[src/rtl/thresh_counter_pkg.sv]
// Shared types for the threshold counter bank: channel FSM states, clear modes
// and the timer sizing helper.
package thresh_counter_pkg;

  typedef enum logic [1:0] {
    COUNT = 2'd0,
    OVER  = 2'd1,
    HOLD  = 2'd2
  } state_e;

  typedef enum logic {
    AUTO_CLR = 1'b0,
    EXT_CLR  = 1'b1
  } mode_e;

  function automatic int timer_width(input int clr_delay);
    int w;
    w = $clog2(clr_delay + 1);
    return (w < 1) ? 1 : w;
  endfunction

endpackage

[src/rtl/thresh_counter_chan.sv]
// One counter channel: counts until it exceeds the threshold, then waits
// CLR_DELAY edges and either self-clears or flags a sticky timeout. 1-cycle latency.
module thresh_counter_chan
  import thresh_counter_pkg::*;
#(
  parameter int WIDTH     = 4,
  parameter int CLR_DELAY = 2
) (
  input  logic             i_clk,
  input  logic             i_rst_n,
  input  logic             i_inc,
  input  logic             i_clr,
  input  logic [WIDTH-1:0] i_threshold,
  input  logic             i_mode,
  input  logic             i_viol_clr,
  output logic [WIDTH-1:0] o_count,
  output logic             o_over,
  output logic             o_viol
);

  localparam int            TW         = timer_width(CLR_DELAY);
  localparam logic [TW-1:0] TIMER_LOAD = TW'(CLR_DELAY - 1);

  state_e           r_state;
  state_e           w_state_nxt;
  logic [WIDTH-1:0] r_count;
  logic [WIDTH-1:0] w_count_nxt;
  logic [WIDTH-1:0] w_count_inc;
  logic [TW-1:0]    r_timer;
  logic [TW-1:0]    w_timer_nxt;
  logic             r_viol;
  logic             w_viol_set;

  always_ff @(posedge i_clk) begin
    if (!i_rst_n) begin
      r_state <= COUNT;
      r_count <= '0;
      r_timer <= '0;
      r_viol  <= 1'b0;
    end else begin
      r_state <= w_state_nxt;
      r_count <= w_count_nxt;
      r_timer <= w_timer_nxt;
      // A new violation beats a simultaneous clear of the sticky flag.
      r_viol  <= w_viol_set | (r_viol & ~i_viol_clr);
    end
  end

  always_comb begin
    w_state_nxt = r_state;
    w_count_nxt = r_count;
    w_timer_nxt = r_timer;
    w_viol_set  = 1'b0;
    w_count_inc = r_count + 1'b1;
    if (i_clr) begin
      w_state_nxt = COUNT;
      w_count_nxt = '0;
      w_timer_nxt = '0;
    end else begin
      case (r_state)
        COUNT: begin
          if (i_inc) begin
            w_count_nxt = w_count_inc;
            if (w_count_inc > i_threshold) begin
              w_state_nxt = OVER;
              w_timer_nxt = TIMER_LOAD;
            end
          end
        end
        OVER: begin
          if (r_timer == '0) begin
            if (mode_e'(i_mode) == AUTO_CLR) begin
              w_state_nxt = COUNT;
              w_count_nxt = '0;
            end else begin
              w_state_nxt = HOLD;
              w_viol_set  = 1'b1;
            end
          end else begin
            w_timer_nxt = r_timer - 1'b1;
          end
        end
        HOLD:    w_state_nxt = HOLD;
        default: w_state_nxt = COUNT;
      endcase
    end
  end

  assign o_count = r_count;
  assign o_over  = (r_state != COUNT);
  assign o_viol  = r_viol;

endmodule

[src/rtl/thresh_counter_bank.sv]
// Bank of CHANNELS independent threshold counters sharing threshold, mode and
// violation-clear inputs. Outputs registered, 1-cycle latency, no backpressure.
module thresh_counter_bank
  import thresh_counter_pkg::*;
#(
  parameter int WIDTH     = 4,
  parameter int CHANNELS  = 4,
  parameter int CLR_DELAY = 2
) (
  input  logic                      clk,
  input  logic                      rst_n,
  input  logic [CHANNELS-1:0]       inc_i,
  input  logic [CHANNELS-1:0]       clr_i,
  input  logic [WIDTH-1:0]          threshold_i,
  input  logic                      mode_i,
  input  logic                      viol_clr_i,
  output logic [CHANNELS*WIDTH-1:0] count_o,
  output logic [CHANNELS-1:0]       over_o,
  output logic [CHANNELS-1:0]       viol_o
);

  for (genvar g = 0; g < CHANNELS; g++) begin : g_chan
    thresh_counter_chan #(
      .WIDTH     (WIDTH),
      .CLR_DELAY (CLR_DELAY)
    ) u_chan (
      .i_clk       (clk),
      .i_rst_n     (rst_n),
      .i_inc       (inc_i[g]),
      .i_clr       (clr_i[g]),
      .i_threshold (threshold_i),
      .i_mode      (mode_i),
      .i_viol_clr  (viol_clr_i),
      .o_count     (count_o[g*WIDTH +: WIDTH]),
      .o_over      (over_o[g]),
      .o_viol      (viol_o[g])
    );
  end

endmodule

[config.mk]
export PLATFORM = sky130hd
export DESIGN_NAME = thresh_counter_bank
export DESIGN_NICKNAME = d
export VERILOG_FILES = /design/src/rtl/thresh_counter_pkg.sv /design/src/rtl/thresh_counter_chan.sv /design/src/rtl/thresh_counter_bank.sv
export SDC_FILE = /design/constraint.sdc
export NUM_CORES = 1
export LEC_CHECK = 0
export CORE_MARGIN = 2
export CORE_UTILIZATION = 30
export CTS_CLUSTER_DIAMETER = 150
export DETAILED_ROUTE_END_ITERATION = 12
export GPL_TIMING_DRIVEN = 0
export SKIP_LAST_GASP = 1
export SYNTH_ARGS = -nofsm -noshare
export SYNTH_HDL_FRONTEND = slang
export SYNTH_HIERARCHICAL = 1
export SYNTH_SLANG_ARGS = --single-unit
[constraint.sdc]
create_clock -name clk -period 2.2 [get_ports clk]
set_clock_uncertainty 0.1 [all_clocks]
set_input_delay 0.44 -clock clk [delete_from_list [all_inputs] [get_ports clk]]
set_output_delay 0.44 -clock clk [all_outputs]
set_load 0.01 [all_outputs]
# Word level (Yosys, flattened, before mapping)
# Cells that the tools add are included.
# W data, S select, Z words.
[classes] addsub=8 order_cmp=4 eq_ne=28 n_mux=51 bitwise=10 n_reduce_logical=32
[op_table] cell="$mux W4" n=9
[op_table] cell="$mux W2" n=17
[op_table] cell="$pmux W4 S2" n=4
[op_table] cell="$reduce_and A4 Y1" n=8
[op_table] cell="$ne A2 B2 Y1 const B" n=12
[op_table] cell="$pmux W2 S3" n=4
[op_table] cell="$add A4 B1 Y4 const B" n=4
[op_table] cell="$gt A4 B4 Y1" n=4
[op_table] cell="$logic_not A2 Y1" n=8
[op_table] cell="$ne A2 B1 Y1 const B" n=8
[op_table] cell="$pmux W2 S2" n=4
[op_table] cell="$reduce_bool A2 Y1" n=8
[op_table] cell="$mux W1" n=13
[op_table] cell="$reduce_and A3 Y1" n=4
[op_table] cell="$eq A2 B1 Y1 const B" n=4
[op_table] cell="$eq A2 B2 Y1 const B" n=4
[op_table] cell="$reduce_or A2 Y1" n=4
[op_table] cell="$sub A2 B1 Y2 const B" n=4
[op_table] cell="$and A1 B1 Y1" n=4
[op_table] cell="$or A1 B1 Y1" n=4
[op_table] cell="$not A1 Y1" n=2
[word_totals] reg_bits=36 inputBits=16 out_inout_bits=24 word_cells=149

# Logic depth before layout (Yosys ltp)
# Gate-level depths: netlist (run 1).
[depth] ltp_word=5 ltp_mapped=7 mapped_depth_nobuf=7

# Hierarchy
# Netlist (run 1), hierarchy kept.
[by_module_without_submodules] module="thresh_counter_chan" n_inst=4 cells_per_inst=63 area_each_um2=593.1 seq_area_each_um2=180.2

# Worst setup path after synthesis (run 1)
# OpenSTA, ideal clock, no wires.
[synth_timing] path_kind="flip-flop to flip-flop" start="register g_chan[3].u_chan.r_count[0]" end="register g_chan[3].u_chan.r_timer[1]" setup_time_ns=0.061 arrival_ns=1.799 required_ns=2.039 slack_ns=0.241 stages_incl_launch_ff=7 path_buffers=0 synth_period_minus_slack_ns=1.959 path_cell_list="dfxtp_1 > ha_1 > ha_1 > nor2b_1 > o211a_1 > o311ai_2 > a32o_1"
[synth_via] elab_chain_cells=4
[synth_lines] element="start: declaration" line="thresh_counter_chan.sv:26" text="logic [WIDTH-1:0] r_count;"
[synth_lines] element="start signal: assignment" line="thresh_counter_chan.sv:42" text="r_count <= w_count_nxt;"
[synth_lines] element="$add A4 B1 Y4" line="thresh_counter_chan.sv:54" text="w_count_inc = r_count + 1'b1;"
[synth_lines] element="$gt A4 B4 Y1" line="thresh_counter_chan.sv:64" text="if (w_count_inc > i_threshold) begin"
[synth_lines] element="$ne A2 B1 Y1 (no line)"
[synth_lines] element="$reduce_and A4 Y1 (no line)"
[synth_lines] element="end signal: assignment" line="thresh_counter_chan.sv:43" text="r_timer <= w_timer_nxt;"
[synth_lines] element="end: declaration" line="thresh_counter_chan.sv:29" text="logic [TW-1:0] r_timer;"
# No other way between the ends.
# A chain may end at the register's enable or synchronous reset.

# Worst setup path after layout (run 1)
[layout_timing] start="register g_chan[0].u_chan.r_count[0]" end="register g_chan[0].u_chan.r_timer[1]"
[layout_via] elab_chain_cells=4
[layout_lines] element="start: declaration" line="thresh_counter_chan.sv:26"
[layout_lines] element="start signal: assignment" line="thresh_counter_chan.sv:42"
[layout_lines] element="$add A4 B1 Y4" line="thresh_counter_chan.sv:54"
[layout_lines] element="$gt A4 B4 Y1" line="thresh_counter_chan.sv:64"
[layout_lines] element="$ne A2 B1 Y1 (no line)"
[layout_lines] element="$reduce_and A4 Y1 (no line)"
[layout_lines] element="end signal: assignment" line="thresh_counter_chan.sv:43"
[layout_lines] element="end: declaration" line="thresh_counter_chan.sv:29"
# No other way between the ends.

==> results of run 1 <==
synth_stat cells, drive strengths merged (8+ instances only):
cell	instances	area share, %
or2	8	2.1
nor2	12	1.9
nand2	8	1.3
a21oi	16	5.3
nand2b	16	5.5
a22oi	8	2.5
inv	24	3.8
a21o	8	2.5
ha	24	13
nor2b	12	3.2
dfxtp	36	30
o21ai	8	1.7
nand3b	8	2.5
per-layer routing:
metal | GRT usage [%] | up-vias | share of wire [%]
met5 | 0 | - | 0
met1 | 16.70 | 921 | 49
li1 | - | 994 | -
met3 | 2.685 | 5 | 5.2
met2 | 20.17 | 46 | 45
met4 | 4.044 | 0 | 1.0
flip-flops by register name (all words and copies together) (netlist names):
signal and flops:
g_chan.u_chan/o_count 16, g_chan.u_chan/o_viol 4, g_chan.u_chan/r_state 8, g_chan.u_chan/r_timer 8
layout make-up:
type / instances / area, µm²
Buffer: 4 / 45.04
Clock buffer: 7 / 96.34
Clock inverter: 1 / 30.03
Fill cell: 796 / 4648
Inverter: 24 / 90.09
Multi-Input combinational cell: 188 / 1536
Sequential cell: 36 / 720.7
Tap cell: 102 / 127.6
Timing Repair Buffer: 39 / 392.9
worst register-to-register path, cell delays in order, from the launching register on:
cell and delay, ns:
dfxtp_1 0.44, ha_1 0.28, ha_1 0.29, nor2b_1 0.13, o211a_1 0.22, o311ai_2 0.33, a32o_1 0.22
power groups by stage:
stage	logic, mW	registers [mW]	clock network (mW)
3_3_place_gp	0.193	0.684	0
6_report	0.200	0.668	0.653
3_5_place_dp	0.198	0.684	0
2_1_floorplan	0.117	0.684	0
5_1_grt	0.224	0.670	0.693
4_1_cts	0.199	0.668	0.673
cell families (layout without fill, tap and decap cells):
logic type / after synthesis / count (layout) / share of synthesized area, %
buffers and inverters: 28 / 75 / 5.696
flip-flops: 36 / 36 / 30.38
adder cells (fa/ha/maj): 24 / 24 / 12.66
AND/OR/NAND/NOR: 92 / 92 / 25.32
XOR/XNOR: 8 / 8 / 2.953
multiplexers: 4 / 4 / 1.688
AO/OA/AOI/OAI: 60 / 60 / 21.31
through the flow:
stage	setup TNS (ns)	power [mW]	instances	utilization (%)	hold slack [ns]
after floorplan	0	0.8007	252	-	0.3690
after global placement	-1.896	0.8767	393	37.60	0.3820
after detailed placement	-2.121	0.8820	393	37.60	0.3875
after CTS	0	1.541	401	39.24	0.4012
after global routing	0	1.587	401	39.53	0.4207
final	0	1.521	401	39.53	0.3987
how the worst max path moves through the flow:
stage | start | end | slack [ns] | cells past startpoint
after floorplan | g_chan[3].u_chan/o_count[0] | g_chan[3].u_chan/r_timer[1] | 0.24 | 6
after global placement | threshold_i[1] | g_chan[2].u_chan/r_timer[1] | -0.24 | 7
after detailed placement | threshold_i[1] | g_chan[1].u_chan/r_timer[1] | -0.28 | 7
after CTS | threshold_i[1] | g_chan[1].u_chan/r_timer[1] | 0.03 | 7
after global routing | g_chan[0].u_chan/o_count[0] | g_chan[0].u_chan/r_timer[1] | 0.007 | 6
final | g_chan[0].u_chan/o_count[0] | g_chan[0].u_chan/r_timer[1] | 0.13 | 6
cell usage in the layout, fill, tap and decap left out, types with 8 or more instances in the layout:
cell type        instances
a21o_1                   8
a21oi_1                 12
a22oi_1                  8
clkdlybuf4s50_1         38
dfxtp_1                 36
ha_1                    24
inv_1                   24
nand2_1                  8
nand2b_1                12
nand3b_1                 8
nor2_1                  12
nor2b_1                 12
==> results.yml, run 1 <==
clock_tree:
  clk_pin_slew_ns: 0.08
  insertion_delay_ns: 0.29
  cts_setup_buffers: 0
  hold_buffers: 0
  cts_buffer_depth: 2
  cts.sinks: 36
  cts_root_buf: "clkbuf_8"
  htree_num_levels: 2
  ctsResizeCount: 0
  cts_buffers: 5
  tritoncts: "yes"
power:
  leakagePower_nw: 1.220
  p_switching_mw: 0.3619
  pwr-share-seq_pct: 43.9
  comb_power_share_pct: 13.1
  clockPowerShare_pct: 42.9
  power.density_nw_per_um2: 500.4
  peakVddDrop_uv: 264.7
  switching_share_pct: 23.80
  p_int_mw: 1.159
hold_path:
  whs_endpoint: "g_chan[1].u_chan/r_timer[0]"
  hold_depth: 2
  min_from: "g_chan[1].u_chan/r_timer[0]"
  worst_hold_path_type: "reg2reg"
sta:
  slew_headroom_pct: 71.58
  setup_ws_ns: 0.1299
  finalSetupViolCount: 0
  min_period_over_period_pct: 94.10
  rsz0062_at_grt: "no"
  tightest_slew_ns: 0.4250
  final_max_slew_viol_count: 0
  max_clock_freq_mhz: 483.1
  hold_viol_final: 0
  finalCriticalPeriod_ns: 2.070
finish:
  antenna_cells: 0
  drive_gt1_share_pct: 12.04
  final_nets: 338
  stdcell_area_um2: 3039
  syn_to_final_growth_pct: 28.11
global_route:
  grt_first_pass_wirelength_mm: 8.645
  gr-total-overflow: 0
  grt_pass1_vias: 1912
  grtUsageTotal_pct: 12.54
  grt_antenna_before_repair: 0
  grt_max_degree: 13
setup_path:
  r2r_start: "g_chan[0].u_chan/o_count[0]"
  cpLargestDelayFamily: "compound AO/OA/AOI/OAI gates"
  required_ns: 2.33
  r2r-end: "g_chan[0].u_chan/r_timer[1]"
  crit_top_cell: "ha_1"
  worstPathMaxFanout: 5
  reg2reg_depth: 6
  critPathLaunchType: "flop"
  cpMaxStageDelayCell: "dfxtp_1"
  crit_type: "reg2reg"
  critPathCaptureType: "flop"
  cpPeakStageDelay_ns: 0.44
  worstPathCellList: "ha_1 > ha_1 > nor2b_1 > o211a_1 > o311ai_2 > a32o_1"
  crit_buf_inv: 0
  regToRegSetupSlack_ns: 0.13
  crit_arrival_ns: 2.20
run:
  cap_viol_max_count: 0
synth:
  synth_cell_type_count: 33
  postSynthCellCount: 252
  syn_area_per_cell_um2: 9.414
  synthFlopType: "dfxtp_1"
  netlist_area_um2: 2372
  synth_nets: 292
  synth.ff_latch_count: 36
  yosysSeqAreaShare_pct: 30.38
  yosysWarnings: 6
  synth_edf_count: 0
  ys_async_sr_fraction_pct: 0
floorplanning:
  rows: 32
  core-area_um2: 7687
  start_util_pct: 30.86
  ioPinCount: 40
  die_h_um: 92.93
  die_x_um: 92.93
  die_area_um2: 8635
routing:
  drc: 0
  ant_nets: 0
  wirelength_mm: 5.166
  dr.pass1.iters: 4
  drt_iter0_drc: 32
  vias: 1966
  wl_per_cell_um: 12.88
  via_per_inst: 4.903
placement:
  place_area_um2: 2890
  port_buffers: 39
  dp_slack_ns: -0.2775
  gp_congestion: 0.7836
  hpwl_mm: 3.917
status:
  outcome: "finished clean"
No activity file was read; power rests on OpenSTA's default activity.
==> run 2: changes to the inputs <==
--- a/config.mk
+++ b/config.mk
@@ -5,6 +5,7 @@
 export SDC_FILE = /design/constraint.sdc
 export NUM_CORES = 1
 export LEC_CHECK = 0
+export CORE_ASPECT_RATIO = 0.9
 export CORE_MARGIN = 2
 export CORE_UTILIZATION = 30
 export CTS_CLUSTER_DIAMETER = 150
==> results.yml, run 2 (synthesis gave the netlist of run 1 again) <==
sta:
  slew_headroom_pct: 71.25
  max_clock_freq_mhz: 477.2
  finalCriticalPeriod_ns: 2.096
  finalSetupViolCount: 0
  setup_ws_ns: 0.1045
  tightest_slew_ns: 0.4299
  hold_ws_ns: 0.3974
  min_period_over_period_pct: 95.25
  rsz0062_at_grt: "no"
  final_max_slew_viol_count: 0
  hold_viol_final: 0
power:
  p_switching_mw: 0.3571
  switching_share_pct: 25.58
  pwr-share-seq_pct: 47.9
  leakagePower_nw: 1.207
  peakVddDrop_uv: 191.8
  total_power_mw: 1.396
  power.density_nw_per_um2: 463.5
  p_int_mw: 1.039
  comb_power_share_pct: 14.5
  clockPowerShare_pct: 37.6
setup_path:
  crit_type: "reg2reg"
  cpLargestDelayFamily: "compound AO/OA/AOI/OAI gates"
  crit_top_cell: "ha_1"
  worstPathMaxFanout: 5
  critPathCaptureType: "flop"
  crit_arrival_ns: 2.23
  crit_buf_inv: 0
  required_ns: 2.34
  cpMaxStageDelayCell: "dfxtp_1"
  worstPathCellList: "ha_1 > ha_1 > nor2b_1 > o211a_1 > o311ai_2 > a32o_1"
  cpPeakStageDelay_ns: 0.46
  critPathLaunchType: "flop"
routing:
  met2RoutedLength_mm: 2.237
  met3_length_um: 186
  wl_per_cell_um: 13.18
  ant_nets: 0
  dr.pass1.iters: 4
  drc: 0
  drt_iter0_drc: 46
  wirelength_mm: 5.192
  wl_met1_mm: 2.729
  via_per_inst: 4.838
  top_layer: "met4"
  vias: 1906
clock_tree:
  cts_buffer_depth: 2
  cts_root_buf: "clkbuf_8"
  cts.sinks: 36
  ctsResizeCount: 0
  cts_setup_buffers: 0
  tritoncts: "yes"
  insertion_delay_ns: 0.29
  hold_buffers: 0
  cts_buffers: 5
  htree_num_levels: 2
  clk_pin_slew_ns: 0.07
finish:
  multi_input_area_um2: 1546
  regArea_um2: 720.7
  largest_reg_flops: 16
  fillCellCount: 762
  drive_gt1_share_pct: 11.74
  final_common_cell: "clkdlybuf4s50_1"
  syn_to_final_growth_pct: 26.95
  final_nets: 338
  final_cell_mix: "38 x clkdlybuf4s50_1, 36 x dfxtp_1, 24 x inv_1, 24 x ha_1"
  antenna_cells: 0
floorplanning:
  die_area_um2: 8636
  rows: 30
  die_h_um: 88.36
  start_util_pct: 31.13
  ioPinCount: 40
  core-area_um2: 7620
  die_x_um: 97.74
placement:
  hpwl_mm: 3.888
  port_buffers: 39
  dp_slack_ns: -0.2688
  gp_congestion: 0.7749
global_route:
  gr-total-overflow: 0
  grt_max_degree: 13
  grtUsageTotal_pct: 12.46
  grt_first_pass_wirelength_mm: 8.659
  grt_pass1_vias: 1779
  grt_antenna_before_repair: 0
run:
  cap_viol_max_count: 0
hold_path:
  worst_hold_path_type: "reg2reg"
status:
  outcome: "finished clean"
[run 2: cell types whose count changed in the layout (fill, tap and decap cells not counted)]
| cell | change |
|---|---|
| bufinv_16 | -1 |
| o311ai_2 | -1 |
| o311ai_4 | +1 |
[run 2: path summary, 6_finish.rpt]
path | cells after the start | startpoint | to | slack, ns
worst max-delay path | 6 | g_chan[1].u_chan/o_count[0] | g_chan[1].u_chan/r_timer[1] | 0.10
worst min-delay path | 2 | g_chan[2].u_chan/r_timer[0] | g_chan[2].u_chan/r_timer[0] | 0.40
worst max register to register | 6 | g_chan[1].u_chan/o_count[0] | g_chan[1].u_chan/r_timer[1] | 0.10
worst min register to register | 2 | g_chan[2].u_chan/r_timer[0] | g_chan[2].u_chan/r_timer[0] | 0.40
[run 2: layout make-up]
type                    instances  area share [%]
multi-input cells             188           51.35
flip-flops and latches         36           23.93
repair buffers                 39           13.05
well taps                      96           3.988
clock buffers                   7           3.199
inverters                      24           2.991
plain buffers                   4           1.496
[run 2: power by group through the flow]
stage / sequential [mW] / clock [mW] / combinational, mW
after global placement: 0.683 / 0 / 0.193
after floorplan: 0.684 / 0 / 0.117
after global routing: 0.670 / 0.572 / 0.225
final: 0.668 / 0.525 / 0.202
after CTS: 0.668 / 0.542 / 0.198
after detailed placement: 0.684 / 0 / 0.197
[run 2: worst reg2reg max path, stage by stage, from the launching register on]
cell and delay (ns):
dfxtp_1 0.46, ha_1 0.30, ha_1 0.29, nor2b_1 0.13
o211a_1 0.22, o311ai_2 0.34, a32o_1 0.21
[run 2: per-layer routing]
| layer | vias up | global-route usage [%] |
|---|---|---|
| met3 | 5 | 3.555 |
| met2 | 25 | 18.75 |
| met5 | - | 0 |
| met4 | 0 | 3.409 |
| met1 | 876 | 17.56 |
| li1 | 1000 | - |
[run 2: metrics by stage]
stage | instance area (µm²) | TNS, ns | cells | util (%)
after global placement | 2883 | -1.821 | 387 | 37.83
after CTS | 2979 | 0 | 394 | 39.10
final | 3012 | 0 | 394 | 39.52
after detailed placement | 2883 | -2.127 | 387 | 37.83
after floorplan | 2372 | 0 | 252 | -
after global routing | 3012 | 0 | 394 | 39.52
